File: config.mk
export PLATFORM = sky130hd
export DESIGN_NAME = systolic_feeder
export DESIGN_NICKNAME = d
export VERILOG_FILES = /design/src/rtl/systolic_pkg.sv /design/src/rtl/skew_delay_line.sv /design/src/rtl/systolic_feeder.sv
export SDC_FILE = /design/constraint.sdc
export NUM_CORES = 1
export LEC_CHECK = 0
export ABC_AREA = 1
export BUFFER_PORTS_ARGS = -buffer_cell sky130_fd_sc_hd__buf_2
export CAP_MARGIN = 25
export CELL_PAD_IN_SITES_DETAIL_PLACEMENT = 1
export CELL_PAD_IN_SITES_GLOBAL_PLACEMENT = 2
export CORE_MARGIN = 1.5
export CORE_UTILIZATION = 32
export DETAILED_ROUTE_END_ITERATION = 16
export PLACE_DENSITY = 0.81
export REMOVE_ABC_BUFFERS = 1
export SYNTH_ARGS = -nofsm -noshare
export SYNTH_HDL_FRONTEND = slang
export SYNTH_HIERARCHICAL = 1
export SYNTH_SLANG_ARGS = --single-unit
File: constraint.sdc
create_clock -name clk -period 1.3 [get_ports clk]
set_input_delay 0.13 -clock clk [delete_from_list [all_inputs] [get_ports clk]]
set_output_delay 0.13 -clock clk [all_outputs]
set_load 0.1 [all_outputs]
File: src/rtl/systolic_pkg.sv
// systolic_pkg: shared FSM state encoding and drain-length helper for the systolic feeder
package systolic_pkg;
  typedef enum logic [2:0] {IDLE, CLEAR, FEED, DRAIN, STREAM} state_t;
  function automatic int drain_len(input int rows, input int cols, input int mult_lat, input int acc_lat);
    return rows + cols - 2 + mult_lat + acc_lat;
  endfunction
endpackage

File: src/rtl/skew_delay_line.sv
// skew_delay_line: DEPTH-stage shift register cleared to zero by reset
module skew_delay_line #(
  parameter int WIDTH = 8,
  parameter int DEPTH = 1
) (
  input  logic             clk,
  input  logic             rst_n,
  input  logic [WIDTH-1:0] d,
  output logic [WIDTH-1:0] q
);
  logic [WIDTH-1:0] sr [DEPTH];
  // shift one stage per cycle, zeroing the whole line on reset
  always_ff @(posedge clk or negedge rst_n)
    if (!rst_n) for (int i = 0; i < DEPTH; i++) sr[i] <= '0;
    else begin
      sr[0] <= d;
      for (int i = 1; i < DEPTH; i++) sr[i] <= sr[i-1];
    end
  assign q = sr[DEPTH-1];
endmodule

File: src/rtl/systolic_feeder.sv
// systolic_feeder: skews A/B k-steps into a systolic array and sequences clear/drain/stream (optional FEEDER_PERF_CNT_EN adds perf_bubbles)
module systolic_feeder import systolic_pkg::*; #(
  parameter int IN_WIDTH = 8,
  parameter int ROWS     = 4,
  parameter int COLS     = 4,
  parameter int MULT_LAT = 3,
  parameter int ACC_LAT  = 1
) (
  input  logic                     clk,
  input  logic                     rst_n,
  input  logic                     in_valid,
  output logic                     in_ready,
  input  logic [IN_WIDTH*ROWS-1:0] in_a,
  input  logic [IN_WIDTH*COLS-1:0] in_b,
  input  logic                     in_last,
  output logic [IN_WIDTH*ROWS-1:0] row_data_out,
  output logic [IN_WIDTH*COLS-1:0] col_data_out,
  output logic                     rst_accumulator_rdy,
  output logic                     stream_out_rdy,
  output logic                     busy,
  output logic                     done
`ifdef FEEDER_PERF_CNT_EN
  ,
  output logic [31:0]              perf_bubbles
`endif
);
  localparam int DL = drain_len(ROWS, COLS, MULT_LAT, ACC_LAT);
  localparam int CW = DL > 1 ? $clog2(DL) : 1;
  state_t state, nxt;
  logic [CW-1:0] cnt;
  logic xfer;
  assign xfer = in_valid && in_ready;
  assign busy = state != IDLE;
  // state register
  always_ff @(posedge clk or negedge rst_n)
    if (!rst_n) state <= IDLE;
    else state <= nxt;
  // next-state and per-state strobes
  always_comb begin
    nxt = state;
    in_ready = 1'b0;
    rst_accumulator_rdy = 1'b0;
    stream_out_rdy = 1'b0;
    done = 1'b0;
    case (state)
      IDLE:   nxt = in_valid ? CLEAR : IDLE;
      CLEAR:  begin rst_accumulator_rdy = 1'b1; nxt = FEED; end
      FEED:   begin in_ready = 1'b1; nxt = (in_valid && in_last) ? DRAIN : FEED; end
      DRAIN:  nxt = (cnt == '0) ? STREAM : DRAIN;
      STREAM: begin stream_out_rdy = 1'b1; done = 1'b1; nxt = IDLE; end
      default: nxt = IDLE;
    endcase
  end
  // drain down-counter, preloaded throughout FEED so DRAIN lasts exactly DL cycles
  always_ff @(posedge clk or negedge rst_n)
    if (!rst_n) cnt <= '0;
    else if (state == FEED) cnt <= CW'(DL - 1);
    else if (state == DRAIN && cnt != '0) cnt <= cnt - CW'(1);
`ifdef FEEDER_PERF_CNT_EN
  // count FEED cycles with no offered k-step, saturating
  always_ff @(posedge clk or negedge rst_n)
    if (!rst_n) perf_bubbles <= '0;
    else if (state == CLEAR) perf_bubbles <= '0;
    else if (state == FEED && !in_valid && !(&perf_bubbles)) perf_bubbles <= perf_bubbles + 32'd1;
`endif
  for (genvar r = 0; r < ROWS; r++) begin : g_row
    skew_delay_line #(.WIDTH(IN_WIDTH), .DEPTH(r + 1)) u_skew (
      .clk(clk), .rst_n(rst_n),
      .d(xfer ? in_a[IN_WIDTH*r +: IN_WIDTH] : '0),
      .q(row_data_out[IN_WIDTH*r +: IN_WIDTH])
    );
  end
  for (genvar c = 0; c < COLS; c++) begin : g_col
    skew_delay_line #(.WIDTH(IN_WIDTH), .DEPTH(c + 1)) u_skew (
      .clk(clk), .rst_n(rst_n),
      .d(xfer ? in_b[IN_WIDTH*c +: IN_WIDTH] : '0),
      .q(col_data_out[IN_WIDTH*c +: IN_WIDTH])
    );
  end
endmodule

==> impl_summary.txt, run 1 <==
----------------------------------------------------
[Setup path]
  Slowest cell delay on critical path ... between 400 and 500 ps
  Largest fanout on the critical path ... 5
  Kind of end point of the critical path ... primary output
  Kind of cell with the highest combined delay on the critical path ... flip-flops
  CP max stage cell ... dfrtp_1
  Crit path launch type ... flop
  Arrival time at the worst endpoint ... 1400 ps
  CP Depth ... 4
  Worst R2R Path Depth ... 9
  Cell-by-cell listing of the critical path ... inv_4 > nor3_2 > buf_4 > buf_12
  Required time of the critical path ... roughly 1200 ps
  Buffers & Inverters on Critical Path ... 3
  Setup Crit Path Kind ... reg2out

[Routing]
  Routed vias/inst ... roughly 4
  WL per Instance ... ~15 um
  Residual DRC ... 0
  Starting DRC count in detailed routing ... ~150
  Number of detailed-routing iterations run before antenna repair ... 4
  Count of antenna-violating nets left after detailed routing ... 0
  Detailed-route via count ... between 3000 and 4000
  Final WL ... around 12 mm

[Logic synthesis]
  Number of enable-type register cells in the synthesized netlist ... 0
  Proportion of netlist area held by the largest area contributor ... 75.3%
  Number of cells produced by synthesis ... roughly 390
  Netlist cell types ... 20
  Sequential cell area fraction in the yosys report ... ~75%
  Top area cells in the synthesized netlist ... dfrtp_1 75%, buf_4 6.6%, nor2_2 6.1%
  Number of warnings issued by yosys ... 6
  Post-synthesis cell type with the largest combined area ... dfrtp_1
  Area of the mapped netlist ... 5550 um^2
  Average cell area after synthesis ... approximately 14 um^2
  Number of storage elements in the synthesis netlist ... roughly 170
  Main synth FF type ... dfrtp_1
  Share of async-settable or async-resettable flops after synthesis ... 100%

[Power]
  Final Total Pwr ... ~18 mW
  Power density over the cells ... approximately 2200 nW/um^2
  Logic gate share of total power ... between 30% and 40%
  Part of the total power dissipated in the clock network ... between 20% and 30%
  Switching power ... ~7.3 mW
  Power share of the sequential group ... 34.9%
  Largest voltage drop on the vdd net ... 1.20 mV
  Internal Dissipation ... ~11 mW
  Leakage power ... about 4.4 nW
  Net switching fraction of the power ... between 30% and 40%

[STA]
  Tightest slew margin relative to the limit ... approximately 76%
  Final worst path period need ... between 1500 and 2000 ps
  Total setup violations reported at the end of the flow ... slightly below 70
  Final clock period utilization by the worst path ... 118%
  Layout Skew ... approximately 7 ps
  Upper clock frequency limit ... ~0.65 GHz
  Worst hold slack after final layout ... between 100 and 150 ps
  Setup slack of the critical path after layout ... -231 ps
  Final hold vios ... 0
  Least-Margin Pin Slew ... between 300 and 400 ps
  Pins over their slew limit ... 0
  Setup repair after global routing missed its margin ... yes

[Floorplan]
  Starting density of the core ... approximately 33%
  I/O pin cnt ... 137
  Standard cell core area ... between 15000 and 20000 um^2
  Count of standard-cell rows ... 47
  Area of the die ... about 18000 um^2
  Height of the chip ... 135 um
  Die Width ... about 130 um

[Outcome]
  Result of the run ... finished with violations
  Violations in the final reports ... negative setup slack

[CTS]
  Clock sink total ... roughly 170
  Clock H-tree levels ... 4
  Post-CTS clock slew at the launch and capture registers of the worst setup and hold paths ... 60 ps
  Cell at the root of the clock tree ... clkbuf_16
  Number of CTS-inserted buffers ... 17
  Clock buffer depth ... 2
  Clock network latency to the later pin of the worst-skew pair ... about 420 ps
  TritonCTS clock tree ... built

[Placed design]
  Number of buffers inserted by port buffering ... between 100 and 150
  HPWL after DPL ... 6.77 mm
  Final estimated routing congestion in global placement ... approximately 0.64

[Finish]
  Most used cells in the layout excluding fill and tap cells ... 166 x dfrtp_1, 75 x buf_4, 67 x inv_1
  Leading cell type in the layout, fill and taps excluded ... dfrtp_1
  Area delta synth->final ... 51.2%
  Final-stage net count ... about 670
  Antenna diode instance count ... 0
  Final cell utilization of the core ... between 50% and 60%
  Share of cells above drive strength 1 ... a little under half

[Global routing]
  Total Routing Usage GR ... around 14%
  First-pass GRT wire length ... approximately 19 mm
  Pin count of the biggest net entering global routing ... between 40 and 50
  Grt total ovfl ... 0
  Initial antenna violation count ... 0
  Via count of the first global-routing pass ... between 3000 and 4000

[Job]
  Max-cap check violation count ... 0

[Hold path]
  Worst Hold Depth ... 3
  Hold WC Path Type ... in2reg

----------------------------------------------------
-- cell type report --
cell class	instances	area (um^2)
fill	1689	8370
sequential	167	4180
timing repair buffer	237	2110
multi-input combinational	102	966
clock buffer	18	429
tap	220	275
inverter	71	274
clock inverter	14	164
-- final timing paths --
path                                              from                endpoint  slack [ps]
worst max-delay path                          state[0]     rst_accumulator_rdy        -230
max in group asynchronous                        rst_n    g_col[3].u_skew/q[3]         560
min in group asynchronous                        rst_n                state[1]         190
worst max register to register                state[2]    g_col[0].u_skew/q[7]        -170
worst min-delay path                          in_valid  g_col[3].u_skew/sr[31]         120
worst min register to register  g_row[2].u_skew/sr[14]    g_row[2].u_skew/q[6]         350
-- per-layer routing --
metal | global-route usage (%) | up-vias | part of all wire, % | routed length, um
li1 | - | 1506 | - | -
met1 | 15.3 | 1649 | 37 | 4560
met2 | 24.6 | 104 | 56 | 6910
met3 | 4.39 | 26 | 5.2 | 651
met4 | 5.85 | 0 | 2.4 | 304
met5 | 0 | - | 0 | 0
-- repair_timing --
item	CTS	global route
pin swaps	3	6
cloned	3	2
endpoints found under the hold margin	232	0
resized for setup	65	88
buffers inserted	8	12
endpoints found under the setup margin	120	76
hold buffers	66	0
-- power by group through the flow --
| stage | Combinational (mW) | Sequential (mW) | Clock, mW |
|---|---|---|---|
| detailed placement | 5.28 | 6.51 | 0 |
| finish | 6.99 | 6.45 | 5.04 |
| floorplan | 1.37 | 8.95 | 0 |
| global placement | 5.18 | 6.46 | 0 |
| global route | 7.29 | 6.55 | 5.40 |
| CTS | 6.05 | 6.44 | 5.19 |
-- flip-flops by register name, indices dropped and copies added, names as in the netlist --
signal,cells
cnt,4
state,3
g_row.u_skew/sr,48
g_col.u_skew/sr,48
g_col.u_skew/q,32
g_row.u_skew/q,32
-- cell usage after synthesis (2+ instances only) --
cell / number
nor2_1: 7
nor2_2: 54
ha_1: 2
nor3_1: 3
nand3_1: 10
nand4_1: 2
buf_4: 49
nor2_4: 7
nand2_1: 10
buf_8: 6
inv_1: 69
dfrtp_1: 167
-- worst reg2reg max path, cell delays in order, from the launching register on --
cell	delay [ps]
dfrtp_1	390
buf_6	130
nor2_4	140
nand2_4	80
clkinv_4	60
buf_8	110
nand2_8	90
buf_12	160
clkbuf_16	160
nor2_4	80
-- stage by stage --
step                      std cells  setup slack (ps)  instance area (um^2)  setup TNS (ps)
after detailed placement        709             -45.8                  6310            -436
after global routing            829              -300                  8390          -12460
after CTS                       817              -250                  7880          -11080
after floorplan                 339             -3300                  5090          -17430
final                           829              -231                  8390           -8200
after global placement          709              65.5                  6310               0
-- cell families after synthesis --
family / count (synthesis) / synth area share (%)
buf+inv: 126 / 13.1
xor+xnor: 1 / 0.158
simple gates: 98 / 11.0
fa+ha+maj: 2 / 0.451
flops: 167 / 75.3
No activity file was read; power rests on OpenSTA's default activity.
==> run 2, diff against run 1 <==
Settings changed: BUFFER_PORTS_ARGS -buffer_cell sky130_fd_sc_hd__buf_2 to -buffer_cell sky130_fd_sc_hd__buf_4, CORE_UTILIZATION 32 to 35, PLACE_DENSITY 0.81 to 0.84.
Clock period 1.3 ns to 1.6 ns, I/O delays scaled along.
==> run 2 against run 1 <==
Compared with the run above:
- the flow now finishes without violations
- register-to-register slack improved by 280 ps
- wire length decreased by 7.6%
- non-clock buffer count decreased by 26
- sequential power decreased by 18%
- final cell count decreased by 4.5%
- die area decreased by 8.4%
- largest cell class unchanged
==> impl_summary.txt, run 2 (synthesized netlist as in run 1, its figures left out) <==
----------------------------------------------------
[Outcome]
  Result of the run ... complete, no violations

[Routing]
  Detailed-route via count ... 3149 (-4.1%)
  WL per Instance ... 14.5 um (-3.3%)
  Routed vias/inst ... 3.98 (+0.34%)
  Count of antenna-violating nets left after detailed routing ... 0 (unchanged)
  Residual DRC ... 0 (unchanged)
  Final WL ... 11.5 mm (-7.6%)
  Starting DRC count in detailed routing ... 104 (-28%)
  Number of detailed-routing iterations run before antenna repair ... 4 (unchanged)

[Global routing]
  Via count of the first global-routing pass ... 3637 (+0.22%)
  M3 GR Usage ... 5.11% (+0.72 points)
  Global-route track usage on met1 ... 15.9% (+0.59 points)
  Pin count of the biggest net entering global routing ... 65 (+51%)
  Grt total ovfl ... 0 (unchanged)
  First-pass GRT wire length ... 18.5 mm (-1.5%)
  Met2 usage ... 27.8% (+3.2 points)
  Initial antenna violation count ... 0 (unchanged)
  Total Routing Usage GR ... 15.2% (+1.3 points)
  Global routing's busiest layer ... met2

[Placed design]
  Placed cell count ... 693 (-2.3%)
  Cell area after placement ... 6470 um^2 (+2.5%)
  HPWL after DPL ... 6.77 mm (about the same)
  Placement-stage worst setup slack ... 209 ps (+255 ps)
  Final estimated routing congestion in global placement ... 0.659 (+3.3%)
  Number of buffers inserted by port buffering ... 136 (unchanged)

[Finish]
  Non-filler instance count after layout ... 792 (-4.5%)
  Area delta synth->final ... 41.0%
  Design area ... 7830 um^2 (-6.8%)
  Most used cells in the layout excluding fill and tap cells ... 164 x dfrtp_1, 138 x buf_4, 67 x inv_1
  Regs by FF count ... g_col.u_skew/sr x48, g_row.u_skew/sr x48
  Share of cells above drive strength 1 ... 42.5% (-3.3 points)
  Count of fill cells added during filler insertion ... 1545 (-8.5%)
  Antenna diode instance count ... 0 (unchanged)
  Leading cell type in the layout, fill and taps excluded ... dfrtp_1
  Final-stage net count ... 639 (-4.1%)

[Power]
  Final Total Pwr ... 14.0 mW (-24%)
  Leakage power ... 4.20 nW (-4.0%)
  Power density over the cells ... 1790 nW/um^2 (-19%)
  Largest voltage drop on the vdd net ... 0.739 mV (-39%)

[Floorplan]
  Height of the chip ... 129 um (-4.3%)
  Starting density of the core ... 36.1% (+3.0 points)
  Count of standard-cell rows ... 45 (-4.3%)
  I/O pin cnt ... 137 (unchanged)
  Die Width ... 129 um (-4.3%)
  Area of the die ... 16600 um^2 (-8.4%)
  Standard cell core area ... 15400 um^2 (-8.3%)

[CTS]
  Clock sink total ... 167 (unchanged)
  Clock H-tree levels ... 4 (unchanged)
  Clock buffer depth ... 2 (unchanged)
  Cell at the root of the clock tree ... clkbuf_16
  Clock network latency to the later pin of the worst-skew pair ... 420 ps (about the same)
  TritonCTS clock tree ... built
  Post-CTS clock slew at the launch and capture registers of the worst setup and hold paths ... 60 ps (about the same)
  Number of CTS-inserted buffers ... 17 (unchanged)

[Setup path]
  Arrival time at the worst endpoint ... 1420 ps (+20 ps)
  Largest fanout on the critical path ... 4 (-1)
  Required time of the critical path ... 1440 ps (+270 ps)
  Crit path launch type ... flop
  Setup Crit Path Kind ... reg2out
  Kind of end point of the critical path ... primary output

[Job]
  Max-cap check violation count ... 0 (unchanged)

[STA]
  Final worst path period need ... ~1600 ps
  Final clock period utilization by the worst path ... between 90% and 100%
  Final hold vios ... 0 (unchanged)
  Layout Skew ... 15.4 ps (+8.26 ps)
  Least-Margin Pin Slew ... 367 ps (+5.38 ps)
  Setup slack of the critical path after layout ... 18.1 ps (+249 ps)
  Setup repair after global routing missed its margin ... yes
  Pins over their slew limit ... 0 (unchanged)
  Upper clock frequency limit ... between 0.6 and 0.7 GHz
  Total setup violations reported at the end of the flow ... 0 (-100%)
  Total negative setup slack ... 0 ps (+8200 ps)
  Tightest slew margin relative to the limit ... 75.5% (-0.36 points)

[Hold path]
  Hold WC Path Type ... in2reg

----------------------------------------------------
==> run 2: critical path: stages (launching register included) <==
cell and delay (ps):
dfrtp_2 440, inv_4 70, nor3_4 290, buf_12 210
==> run 2: path summary, 6_finish.rpt <==
kind,start,to,slack (ps),depth (start not counted)
max reg2reg,cnt[0],state[1],110,6
min,in_a[30],g_row[3].u_skew/sr[30],40,3
min in group asynchronous,rst_n,g_col[2].u_skew/q[0],220,2
min reg2reg,g_row[3].u_skew/sr[22],g_row[3].u_skew/sr[14],340,0
max,state[2],done,20,3
max in group asynchronous,rst_n,g_row[3].u_skew/q[2],710,3
==> run 2: final cells by class <==
class / count / area [um^2] / area share, %
Timing Repair Buffer: 211 / 1830 / 23.4
Multi-Input combinational cell: 101 / 659 / 8.42
Clock inverter: 10 / 168 / 2.14
Clock buffer: 21 / 450 / 5.75
Sequential cell: 167 / 4180 / 53.4
Inverter: 71 / 274 / 3.50
Tap cell: 211 / 264 / 3.37
==> run 2: timing repair <==
item,in CTS,in global routing
setup endpoints to repair,4,5
hold endpoints to repair,101,0
pin swaps,0,1
hold buffers,65,0
buffers inserted,0,3
resized for setup,11,8
==> run 2: where the power goes <==
part / switching (mW) / internal [mW]
clock: 1.61 / 2.66
sequential: 0.301 / 4.98
combinational: 3.44 / 1.05
total: 5.35 / 8.68
==> run 2: through the flow <==
stage	hold WS [ps]	util (%)
after floorplan	-136	-
after global placement	79.7	42.1
after detailed placement	89.8	42.1
after CTS	30.1	50.6
after global routing	36.3	50.9
final	37.6	50.9
==> run 2: layer usage <==
metal / wire length (um) / part of all wire, %
met1: 4190 / 36
met2: 6470 / 56
met3: 659 / 5.7
met4: 163 / 1.4
met5: 0 / 0
==> run 3, diff against run 2 <==
--- a/constraint.sdc
+++ b/constraint.sdc
@@ -3,2 +3,2 @@
 set_output_delay 0.16 -clock clk [all_outputs]
-set_load 0.1 [all_outputs]
+set_load 0.05 [all_outputs]
==> run 3 against run 2 <==
Compared with the run above:
- first-iteration DRC count shrank 23%
- worst hold slack lost 1.6 ps
- cell area shrank 0.75%
- worst setup slack gained 31 ps
- sequential share of layout area grew 0.36 points
- register-to-register slack gained 20 ps
- clock power is essentially flat
- final cell count shrank 0.13%
- flip-flop and latch count is the same
- via count shrank 0.29%
- largest power group unchanged
- highest routed layer unchanged
==> impl_summary.txt, run 3 (synthesized netlist as in run 1, its figures left out) <==
----------------------------------------------------
[Global routing]
  M3 GR Usage ... 5.11% (unchanged)
  Global routing's busiest layer ... met2
  Via count of the first global-routing pass ... 3627 (-0.27%)
  Initial antenna violation count ... 0 (unchanged)
  Total Routing Usage GR ... 15.1% (-0.044 points)
  Grt total ovfl ... 0 (unchanged)
  Global-route track usage on met1 ... 15.8% (-0.078 points)
  Met2 usage ... 27.7% (-0.063 points)
  First-pass GRT wire length ... 18.4 mm (-0.53%)
  Pin count of the biggest net entering global routing ... 65 (unchanged)

[CTS]
  Clock network latency to the later pin of the worst-skew pair ... 420 ps (about the same)
  Post-CTS clock slew at the launch and capture registers of the worst setup and hold paths ... 60 ps (about the same)
  Clock sink total ... 167 (unchanged)
  Clock H-tree levels ... 4 (unchanged)
  Clock buffer depth ... 2 (unchanged)
  TritonCTS clock tree ... built
  Cell at the root of the clock tree ... clkbuf_16
  Number of CTS-inserted buffers ... 17 (unchanged)

[Setup path]
  Arrival time at the worst endpoint ... 1390 ps (-30 ps)
  Largest fanout on the critical path ... 4 (unchanged)
  Kind of end point of the critical path ... primary output
  Setup Crit Path Kind ... reg2out
  Required time of the critical path ... 1440 ps (about the same)
  Crit path launch type ... flop

[Routing]
  Count of antenna-violating nets left after detailed routing ... 0 (unchanged)
  Detailed-route via count ... 3140 (-0.29%)
  Residual DRC ... 0 (unchanged)
  Routed vias/inst ... 3.97 (-0.16%)
  WL per Instance ... 14.4 um (-0.54%)
  Starting DRC count in detailed routing ... 80 (-23%)
  Final WL ... 11.4 mm (-0.66%)
  Number of detailed-routing iterations run before antenna repair ... 4 (unchanged)

[STA]
  Final worst path period need ... 1550 ps (-31.4 ps)
  Setup slack of the critical path after layout ... 49.5 ps (+31.4 ps)
  Final clock period utilization by the worst path ... 96.9% (-2.0 points)
  Upper clock frequency limit ... 0.645 GHz (+2.0%)
  Layout Skew ... 14.2 ps (-1.25 ps)
  Tightest slew margin relative to the limit ... 75.6% (about the same)
  Setup repair after global routing missed its margin ... yes
  Total setup violations reported at the end of the flow ... 0 (unchanged)
  Final hold vios ... 0 (unchanged)
  Pins over their slew limit ... 0 (unchanged)
  Least-Margin Pin Slew ... 366 ps (-0.918 ps)

[Placed design]
  Final estimated routing congestion in global placement ... 0.659 (unchanged)
  Number of buffers inserted by port buffering ... 136 (unchanged)
  Placement-stage worst setup slack ... 209 ps (unchanged)
  HPWL after DPL ... 6.77 mm (unchanged)

[Finish]
  Regs by FF count ... g_col.u_skew/sr x48, g_row.u_skew/sr x48
  Footprint of the multi-input gates ... 648 um^2 (-1.7%)
  FF/Latch Area ... 4180 um^2 (about the same)
  Area delta synth->final ... 39.9%
  Most used cells in the layout excluding fill and tap cells ... 167 x dfrtp_1, 140 x buf_4, 68 x inv_1
  Leading cell type in the layout, fill and taps excluded ... dfrtp_1
  Antenna diode instance count ... 0 (unchanged)
  Share of cells above drive strength 1 ... 41.6% (-0.96 points)
  Final cell utilization of the core ... 50.5% (-0.38 points)
  Final-stage net count ... 638 (-0.16%)
  Count of fill cells added during filler insertion ... 1552 (+0.45%)

[Power]
  Power density over the cells ... 1640 nW/um^2 (-8.6%)
  Final Total Pwr ... 12.7 mW (-9.3%)
  Largest voltage drop on the vdd net ... 0.728 mV (-1.6%)
  Leakage power ... 4.19 nW (-0.32%)

[Floorplan]
  Height of the chip ... 129 um (unchanged)
  I/O pin cnt ... 137 (unchanged)
  Starting density of the core ... 36.1% (unchanged)
  Count of standard-cell rows ... 45 (unchanged)
  Die Width ... 129 um (unchanged)
  Area of the die ... 16600 um^2 (unchanged)
  Standard cell core area ... 15400 um^2 (unchanged)

[Job]
  Max-cap check violation count ... 0 (unchanged)

[Outcome]
  Result of the run ... complete, no violations

[Hold path]
  Hold WC Path Type ... in2reg

----------------------------------------------------
==> run 3: layout make-up <==
type	instances	share of cell area [%]
Sequential cell	167	53.8
Clock buffer	21	5.80
Timing Repair Buffer	210	23.0
Inverter	71	3.49
Tap cell	211	3.40
Clock inverter	10	2.16
Multi-Input combinational cell	101	8.34
==> run 3: worst max-delay path, stage by stage, from the launching register on <==
cell and delay (ps):
dfrtp_1 430, inv_1 130, nor3_2 180, buf_4 240
==> run 3: through the flow <==
step	instance area [um^2]	hold slack, ps	std cells	setup TNS [ps]
global placement	6470	79.7	693	0
global route	7770	36.3	791	-44.2
CTS	7750	30.1	789	0
finish	7770	36.1	791	0
detailed placement	6470	89.8	693	0
floorplan	5090	-136	339	-2450
==> run 3: path summary, 6_finish.rpt <==
kind | slack, ps | to | cells after the start | start
max | 50 | done | 3 | state[2]
min | 40 | g_row[3].u_skew/sr[30] | 3 | in_a[30]
max reg2reg | 130 | state[1] | 6 | cnt[0]
min reg2reg | 340 | g_row[3].u_skew/sr[14] | 0 | g_row[3].u_skew/sr[22]
max in group asynchronous | 710 | g_row[2].u_skew/sr[14] | 3 | rst_n
min in group asynchronous | 220 | g_col[2].u_skew/q[0] | 2 | rst_n
==> run 3: per-layer routing <==
metal / routed length, um / share of wire [%]
met1: 4150 / 36
met2: 6430 / 56
met3: 659 / 5.8
met4: 167 / 1.5
met5: 0 / 0
==> run 3: power by group <==
part / internal [mW] / switching, mW
combinational: 1.01 / 2.18
sequential: 4.97 / 0.287
clock: 2.66 / 1.61
total: 8.64 / 4.08
==> run 3: what timing repair did <==
item,4_1_cts,5_1_grt
setup endpoints to repair,3,4
hold endpoints to repair,101,0
buffers inserted,0,2
gates resized for setup,3,1
hold buffers,65,0
pin swaps,0,1
